`config.mk`:
```
export PLATFORM = sky130hd
export DESIGN_NAME = mul_div_unit
export DESIGN_NICKNAME = d
export VERILOG_FILES = /design/src/rtl/mul_div_unit.sv
export SDC_FILE = /design/constraint.sdc
export NUM_CORES = 1
export LEC_CHECK = 0
export ABC_AREA = 1
export CORE_MARGIN = 5
export CORE_UTILIZATION = 40
export DETAILED_ROUTE_END_ITERATION = 6
export GPL_TIMING_DRIVEN = 0
export SETUP_SLACK_MARGIN = 0.4
export SKIP_LAST_GASP = 1
export SLEW_MARGIN = 20
export SYNTH_ARGS = -nofsm -noshare
export SYNTH_HDL_FRONTEND = slang
export SYNTH_SLANG_ARGS = --single-unit
```
`constraint.sdc`:
```
create_clock -name clk -period 4.8 [get_ports clk]
set_clock_uncertainty 0.1 [all_clocks]
set_input_delay 0.96 -clock clk [delete_from_list [all_inputs] [get_ports clk]]
set_output_delay 0.96 -clock clk [all_outputs]
set_load 0.02 [all_outputs]
```
`src/rtl/mul_div_unit.sv`:
```
// mul_div_unit: iterative signed multiply / divide unit.
//
// Mul: Booth-recoded shift-add. The default build is radix-2 and runs WIDTH
//      iterations. With BOOTH_RADIX4_EN defined it is radix-4 and runs
//      WIDTH/2 iterations; WIDTH must then be even. Both produce the same
//      full 2*WIDTH-bit signed product.
// Div: non-restoring division on operand magnitudes over WIDTH iterations.
//      One FIX cycle then restores the remainder and applies the signs.
//      Rc = {remainder, quotient}. The quotient truncates toward zero and
//      the remainder takes the sign of Ra. Divide by zero skips the
//      iterations and returns {Ra, all-ones} with div_zero raised.
//
// Ports:
//   clk      system clock, rising edge
//   clr      synchronous active-high reset
//   start    request, sampled only in IDLE
//   opcode   5'b01100 = Div, 5'b01101 = Mul; any other opcode is ignored
//   Ra, Rb   signed operands (dividend/multiplicand, divisor/multiplier)
//   Rc       registered 2*WIDTH-bit result
//   busy     high in MUL, DIV and FIX
//   done     one-cycle pulse in the cycle Rc takes a new result
//   div_zero set with done for a Div by zero, cleared by the next accepted start
module mul_div_unit #(
    parameter int WIDTH = 32
) (
    input  logic               clk,
    input  logic               clr,
    input  logic               start,
    input  logic [4:0]         opcode,
    input  logic [WIDTH-1:0]   Ra,
    input  logic [WIDTH-1:0]   Rb,
    output logic [2*WIDTH-1:0] Rc,
    output logic               busy,
    output logic               done,
    output logic               div_zero
);

    localparam logic [4:0] OP_DIV = 5'b01100;
    localparam logic [4:0] OP_MUL = 5'b01101;
`ifdef BOOTH_RADIX4_EN
    localparam int MUL_ITERS = WIDTH / 2;
    localparam int AW        = WIDTH + 3;  // headroom for acc +/- 2*M
`else
    localparam int MUL_ITERS = WIDTH;
    localparam int AW        = WIDTH + 2;  // headroom for acc +/- M
`endif
    localparam int CW = $clog2(WIDTH + 1);

    typedef enum logic [2:0] {IDLE, MUL, DIV, FIX, DONE} state_t;

    state_t state, state_nxt;
    logic [CW-1:0] cnt;
    logic          is_mul;
    logic          dz;

    // multiplier datapath: {acc, mq, qm1} is the Booth shift register
    logic signed [AW-1:0] acc, mcand, sum, acc_nxt;
    logic [WIDTH-1:0]     mq, mq_nxt;
    logic                 qm1, qm1_nxt;

    // divider datapath: rem carries a sign bit plus one guard bit
    logic [WIDTH+1:0] rem, shl, rem_nxt;
    logic [WIDTH-1:0] quo, dvs, quo_nxt, rem_mag;
    logic [WIDTH-1:0] a_mag, b_mag;
    logic             neg_q, neg_r;

    logic accept_mul, accept_div;

    assign accept_mul = (state == IDLE) && start && (opcode == OP_MUL);
    assign accept_div = (state == IDLE) && start && (opcode == OP_DIV);
    assign a_mag      = Ra[WIDTH-1] ? -Ra : Ra;
    assign b_mag      = Rb[WIDTH-1] ? -Rb : Rb;

    // ---------------- next state ----------------
    always_comb begin
        state_nxt = state;
        busy      = 1'b0;
        case (state)
            IDLE: begin
                if (accept_mul)      state_nxt = MUL;
                else if (accept_div) state_nxt = (Rb == '0) ? DONE : DIV;
            end
            MUL: begin
                busy = 1'b1;
                if (cnt == CW'(MUL_ITERS - 1)) state_nxt = DONE;
            end
            DIV: begin
                busy = 1'b1;
                if (cnt == CW'(WIDTH - 1)) state_nxt = FIX;
            end
            FIX: begin
                busy      = 1'b1;
                state_nxt = DONE;
            end
            DONE:    state_nxt = IDLE;
            default: state_nxt = IDLE;
        endcase
    end

    // ---------------- Booth step ----------------
    always_comb begin
        sum = acc;
`ifdef BOOTH_RADIX4_EN
        case ({mq[1:0], qm1})
            3'b001, 3'b010: sum = acc + mcand;
            3'b011:         sum = acc + (mcand <<< 1);
            3'b100:         sum = acc - (mcand <<< 1);
            3'b101, 3'b110: sum = acc - mcand;
            default:        sum = acc;
        endcase
        acc_nxt = sum >>> 2;
        mq_nxt  = {sum[1:0], mq[WIDTH-1:2]};
        qm1_nxt = mq[1];
`else
        case ({mq[0], qm1})
            2'b01:   sum = acc + mcand;
            2'b10:   sum = acc - mcand;
            default: sum = acc;
        endcase
        acc_nxt = sum >>> 1;
        mq_nxt  = {sum[0], mq[WIDTH-1:1]};
        qm1_nxt = mq[0];
`endif
    end

    // ---------------- non-restoring step ----------------
    always_comb begin
        shl     = {rem[WIDTH:0], quo[WIDTH-1]};
        rem_nxt = rem[WIDTH+1] ? (shl + {2'b00, dvs}) : (shl - {2'b00, dvs});
        quo_nxt = {quo[WIDTH-2:0], ~rem_nxt[WIDTH+1]};
        // a negative final partial remainder is one divisor short
        rem_mag = rem[WIDTH+1] ? (rem[WIDTH-1:0] + dvs) : rem[WIDTH-1:0];
    end

    // ---------------- state and datapath ----------------
    always_ff @(posedge clk) begin
        if (clr) begin
            state    <= IDLE;
            cnt      <= '0;
            Rc       <= '0;
            done     <= 1'b0;
            div_zero <= 1'b0;
            is_mul   <= 1'b0;
            dz       <= 1'b0;
            acc      <= '0;
            mcand    <= '0;
            mq       <= '0;
            qm1      <= 1'b0;
            rem      <= '0;
            quo      <= '0;
            dvs      <= '0;
            neg_q    <= 1'b0;
            neg_r    <= 1'b0;
        end else begin
            state <= state_nxt;
            done  <= 1'b0;
            case (state)
                IDLE: begin
                    if (accept_mul || accept_div) begin
                        cnt      <= '0;
                        div_zero <= 1'b0;
                        is_mul   <= accept_mul;
                        dz       <= accept_div && (Rb == '0);
                    end
                    if (accept_mul) begin
                        acc   <= '0;
                        mcand <= {{(AW-WIDTH){Ra[WIDTH-1]}}, Ra};
                        mq    <= Rb;
                        qm1   <= 1'b0;
                    end
                    if (accept_div) begin
                        if (Rb == '0) begin
                            // pre-load the divide-by-zero result
                            rem <= {2'b00, Ra};
                            quo <= '1;
                        end else begin
                            rem <= '0;
                            quo <= a_mag;
                        end
                        dvs   <= b_mag;
                        neg_q <= Ra[WIDTH-1] ^ Rb[WIDTH-1];
                        neg_r <= Ra[WIDTH-1];
                    end
                end
                MUL: begin
                    acc <= acc_nxt;
                    mq  <= mq_nxt;
                    qm1 <= qm1_nxt;
                    cnt <= cnt + 1'b1;
                end
                DIV: begin
                    rem <= rem_nxt;
                    quo <= quo_nxt;
                    cnt <= cnt + 1'b1;
                end
                FIX: begin
                    // the magnitude quotient of most-negative / -1 wraps back
                    // to most-negative here
                    quo <= neg_q ? -quo : quo;
                    rem <= {2'b00, (neg_r ? -rem_mag : rem_mag)};
                end
                DONE: begin
                    Rc       <= is_mul ? {acc[WIDTH-1:0], mq} : {rem[WIDTH-1:0], quo};
                    done     <= 1'b1;
                    div_zero <= dz;
                end
                default: ;
            endcase
        end
    end

endmodule

```
## After elaboration in Yosys (flattened, before gate mapping)

Index checks and enable logic that the tools add are counted.

- Add/sub/neg operators: 10
- Eq/ne operators: 16
- Mux-type cells: 32
- Bitwise logic cells: 2
- Reductions and logical operators: 22

Operator list:

| operator | number |
|---|---|
| $mux W32 | 9 |
| $pmux W34 S2 | 2 |
| $neg A32 Y32 | 4 |
| $mux W34 | 3 |
| $pmux W34 S3 | 1 |
| $pmux W32 S3 | 1 |
| $add A34 B32 Y34 | 2 |
| $sub A34 B32 Y34 | 2 |
| $mux W64 | 1 |
| $pmux W32 S2 | 1 |
| $add A32 B32 Y32 | 1 |
| $logic_not A32 Y1 | 1 |
| $mux W3 | 5 |
| $reduce_and A2 Y1 | 7 |
| $pmux W3 S4 | 1 |
| $pmux W6 S2 | 1 |
| $eq A5 B4 Y1 const B | 2 |
| $ne A2 B2 Y1 const B | 5 |
| $add A6 B1 Y6 const B | 1 |
| $eq A3 B2 Y1 const B | 2 |
| $eq A6 B5 Y1 const B | 1 |
| $mux W6 | 1 |
| $reduce_and A3 Y1 | 2 |
| $reduce_bool A2 Y1 | 3 |
| 16 further kinds | 23 |

- Register bits after elaboration: 276
- Input bits: 72
- Output and inout bits: 67

## Logic depth before layout (Yosys ltp)

- Word-level depth: 6
- Mapped depth: 25
- Mapped depth without buffers: 25

## Worst setup path after synthesis

No wires, ideal clock.

- Path type: register to register
- Start point: register rem[33]
- End point: register rem[30]
- Library setup time: 0.119 ns
- Arrival: 3.519 ns
- Required time: 4.581 ns
- Path slack: 1.062 ns
- Cell stages (with the launch flop): 23
- Clock period less this slack: 3.738 ns
- Path through: dfxtp_1 buf_2 buf_2 clkbuf_1 clkbuf_1 clkbuf_1 nand2_1 o21ai_0 inv_1 fa_1 inv_1 nand2_1 o21ai_1 a21oi_1 o21ai_0 nand3_1 nand3_1 a21o_1 nand2_1 a21oi_1 nor2_1 nor2_1 a21oi_1

- Word-level cells in the longest chain between the ends: 4
- Elaborated cells on any way between the ends: 5
- Classes of those cells: add/sub (1); mux (4)

Ends and longest elaborated chain:

| item | RTL line | text |
|---|---|---|
| start: declaration | 62 | `logic [WIDTH+1:0] rem, shl, rem_nxt;` |
| start signal: assignment | 174 | `rem <= {2'b00, Ra};` |
| start signal: assignment | 192 | `rem <= rem_nxt;` |
| start signal: assignment | 200 | `rem <= {2'b00, (neg_r ? -rem_mag : rem_mag)};` |
| $mux W32 | 132 | `rem_mag = rem[WIDTH+1] ? (rem[WIDTH-1:0] + dvs) : rem[WIDTH-1:0];` |
| $neg A32 Y32 | 200 |  |
| $mux W32 | 200 |  |
| $pmux W34 S3 * | 157 | `case (state)` |

Mark *: on every way between the ends. The rest lies on a longest branch, timed or not.
A chain may end at the register's enable or synchronous reset.

## Worst setup path in the final report

- Start point: register dvs[6]
- End point: register rem[31]

- Word-level cells in the longest chain between the ends: 5
- Elaborated cells on any way between the ends: 8
- Classes of those cells: add/sub (4); mux (4)

Ends and longest elaborated chain:

| item | RTL line | text |
|---|---|---|
| start: declaration | 63 | `logic [WIDTH-1:0] quo, dvs, quo_nxt, rem_mag;` |
| start signal: assignment | 180 | `dvs <= b_mag;` |
| $add A32 B32 Y32 | 132 |  |
| $mux W32 | 132 |  |
| $neg A32 Y32 | 200 |  |
| $mux W32 | 200 |  |
| $pmux W34 S3 * | 157 |  |

Marks and branches as above.

==> run summary <==
STATUS
----------------------------------------------------------------------------
Status ........................................................ complete, no violations

SYNTHESIS
----------------------------------------------------------------------------
Most used flip-flop cell after synthesis ......................      dfxtp_1
Count of cell types in the netlist ............................           63
Warning count from the yosys run ..............................            0
Syn Inst Count ................................................         3760
Post-synth design cell area ...................................  0.02301 mm²
Count leader, synth ...........................................      nand2_1
Seq cells post-synth ..........................................          275
Sequential element share of the synthesized area ..............       23.92%
Post-synthesis cell type with the largest combined area .......      dfxtp_1
Synthesized area divided by synthesized cell count ............    6.121 µm²
Number of flops mapped to enable cells by yosys ...............            0
Ys async rst share ............................................           0%
Net count of the mapped netlist ...............................         3940
List of most frequent post-synthesis cells .................... nand2_1 (879), inv_1 (467), o21ai_0 (356)
Cell types occupying the most area after synthesis ............ dfxtp_1 (24%), nand2_1 (14%), o21ai_0 (7.7%), inv_1 (7.6%), a21oi_1 (6.8%)
Top-area cell type share of the netlist area ..................       23.92%

LAYOUT
----------------------------------------------------------------------------
Number of nets in the layout ..................................         4131
Antenna cells .................................................            0
Ratio of cells with drive above 1 in the final layout .........       8.149%
Post-layout util ..............................................       47.25%
Area growth, synth to finish ..................................       17.78%

SETUP PATH
----------------------------------------------------------------------------
Maximum fanout count along the critical path ..................            5
Worst setup slack for register-to-register paths ..............       500 ps
Worst R2R Path Depth ..........................................           24
Required time reported for the critical path endpoint .........      5190 ps
Arrival time reported for the critical path endpoint ..........      4690 ps
Crit end category .............................................         flop
Category of the critical setup timing path .................... flop to flop
Startpoint Class ..............................................         flop

CTS
----------------------------------------------------------------------------
Clk_lat worst skew ............................................       590 ps
Clock H-tree levels ...........................................            2
Cts hold-fix bufs .............................................            0
Library cell used as clock root buffer ........................    clkbuf_16
Number of buffers added by the clock tree synthesis step ......           35
Clock Tree Buf Depth ..........................................            3
Clock tree from TritonCTS .....................................         done
Clock transition at the registers of the reported paths .......        60 ps
Clock Sinks ...................................................          275

DIE
----------------------------------------------------------------------------
Placeable core region .........................................  0.05737 mm²
Vertical die dimension ........................................     249.9 µm
Initial core utilization ......................................       40.12%
Die Area ......................................................  0.06243 mm²
Placement Rows ................................................           88
Die width .....................................................     249.9 µm
Num ports .....................................................          139

GLOBAL ROUTING
----------------------------------------------------------------------------
Vias in the first global route ................................        24290
Initial antenna violation count ...............................            2
First-pass GRT wire length ....................................     149.0 mm
Pin count of the biggest net entering global routing ..........           13
GR Util All Layers ............................................       30.53%
Overall overflow remaining after global route .................            0

STA
----------------------------------------------------------------------------
Timing-limited maximum frequency ..............................   0.2326 GHz
Share of the cycle needed by the critical path after routing ..       89.56%
Max Slew Vio Count ............................................            0
Count of final setup violators ................................            0
Unrepaired setup endpoints after global routing ...............         true
Relative max-transition margin ................................       20.88%
Slew at the pin closest to its max-slew limit .................      1182 ps
Count of final hold-check violations ..........................            0
Clock period minus final worst setup slack ....................      4299 ps

MIN PATH
----------------------------------------------------------------------------
Class of the most critical hold timing path ................... flop to flop
Worst hold stages .............................................            2

ROUTING
----------------------------------------------------------------------------
Final routed wire length divided by cell count ................     21.37 µm
Vias after detailed routing ...................................        26590
DRC errors left ...............................................            0
Wire length after detailed routing ............................     101.3 mm
Number of nets with antenna violations after detailed routing .            0
Vias per cell .................................................        5.608
Iteration-0 DRC Markers .......................................         2948
Router iterations before antenna repair .......................            6

PLACE
----------------------------------------------------------------------------
DPL Wire Length ...............................................     82.05 mm
GP Congestion .................................................        1.010
IO buf count ..................................................          137

RUN
----------------------------------------------------------------------------
Number of max-cap violations ..................................            0

POWER AND IR DROP
----------------------------------------------------------------------------
Pwr Total .....................................................     10.99 mW
Leakage dissipation ...........................................     12.14 nW
Pwr Density ................................................... 405.6 mW/mm²
Maximum vdd ir drop ...........................................     225.1 µV

==> path summary, 6_finish.rpt <==
check	startpoint	to
hold / removal	dz	dz
setup / recovery	dvs[6]	rem[31]
setup reg to reg	dvs[6]	rem[31]
hold reg to reg	dz	dz
==> flip-flops by register name (all words and copies together) (netlist names) <==
signal    flops
dz            1
quo          32
mq           32
cnt           6
done          1
qm1           1
rem          34
dvs          32
Rc           64
mcand        32
div_zero      1
neg_q         1
state         3
acc          33
is_mul        1
neg_r         1
==> where the power goes <==
group | internal (mW) | switching [mW] | leakage [nW] | total [mW]
clock network | 1.66 | 1.17 | 0.584 | 2.82
logic | 1.70 | 3.59 | 9.33 | 5.29
registers | 2.49 | 0.395 | 2.23 | 2.88
==> worst max-delay path, stage by stage (launching register included) <==
cell	delay, ps
dfxtp_1	390
nor2_1	150
nor3b_1	310
nand4_1	230
nand3b_1	280
buf_4	170
buf_4	120
o21ai_0	180
xor2_1	180
inv_1	80
ha_1	370
nand2_1	130
nor2_2	140
inv_1	80
nor3_4	210
nand3_1	120
nand3_2	140
nand2_1	60
o211ai_1	150
nand2_1	140
nand3_1	80
nand2_1	50
nor2_1	110
nor2_1	50
a21oi_1	150
==> placed cells by master (no fill, tap or decap), types with 38 or more instances in the layout <==
cell type,n
a21oi_1,303
a31oi_1,121
clkbuf_1,126
clkdlybuf4s50_1,137
dfxtp_1,270
ha_1,100
inv_1,463
nand2_1,869
nand3_1,212
nand4_1,43
nor2_1,302
nor3_1,42
o21ai_0,345
or2_2,38
xor2_1,96
==> cells by family (layout without fill, tap and decap cells) <==
logic type	count (synthesis)	count (layout)	synth area share, %
DFF	275	275	23.92
buffers and inverters	644	860	10.67
AOI/OAI and AO/OA	952	952	23.08
xor gates and xnor gates	122	122	4.643
adders and majority gates	108	108	5.970
and+or+nand+nor	1659	1659	31.72
==> routing by layer <==
layer	GRT usage, %	share of wire, %
met2	47.79	44
met5	0	0.0069
met1	42.30	44
met3	4.314	7.9
met4	12.53	4.8
==> final cells by class <==
type	count	area, µm²
Clock inverter	15	222.7
Tap cell	765	957.2
Timing Repair Buffer	154	1499
Buffer	156	650.6
Multi-Input combinational cell	2841	15460
Sequential cell	275	5512
Clock buffer	47	970.9
Inverter	488	1838
Fill cell	6172	30260
==> per-stage QoR <==
stage | hold slack [ps] | worst slack [ps] | instance area, µm² | std cells | TNS (ps)
after floorplan | 328.6 | 1062 | 23010 | 3760 | 0
after global placement | 351.9 | -489.1 | 25340 | 4662 | -4341
after detailed placement | 360.4 | -428.5 | 25340 | 4662 | -3349
after CTS | 369.4 | 375.8 | 26590 | 4724 | 0
after global routing | 391.3 | 275.4 | 27110 | 4741 | 0
final | 365.0 | 501.0 | 27110 | 4741 | 0
==> repair_timing <==
action                     CTS  global route
gates resized for setup     20           114
buffers inserted             0            17
pin swaps                    0            42
setup endpoints to repair   39            34
(Power assumes the default switching activity.)
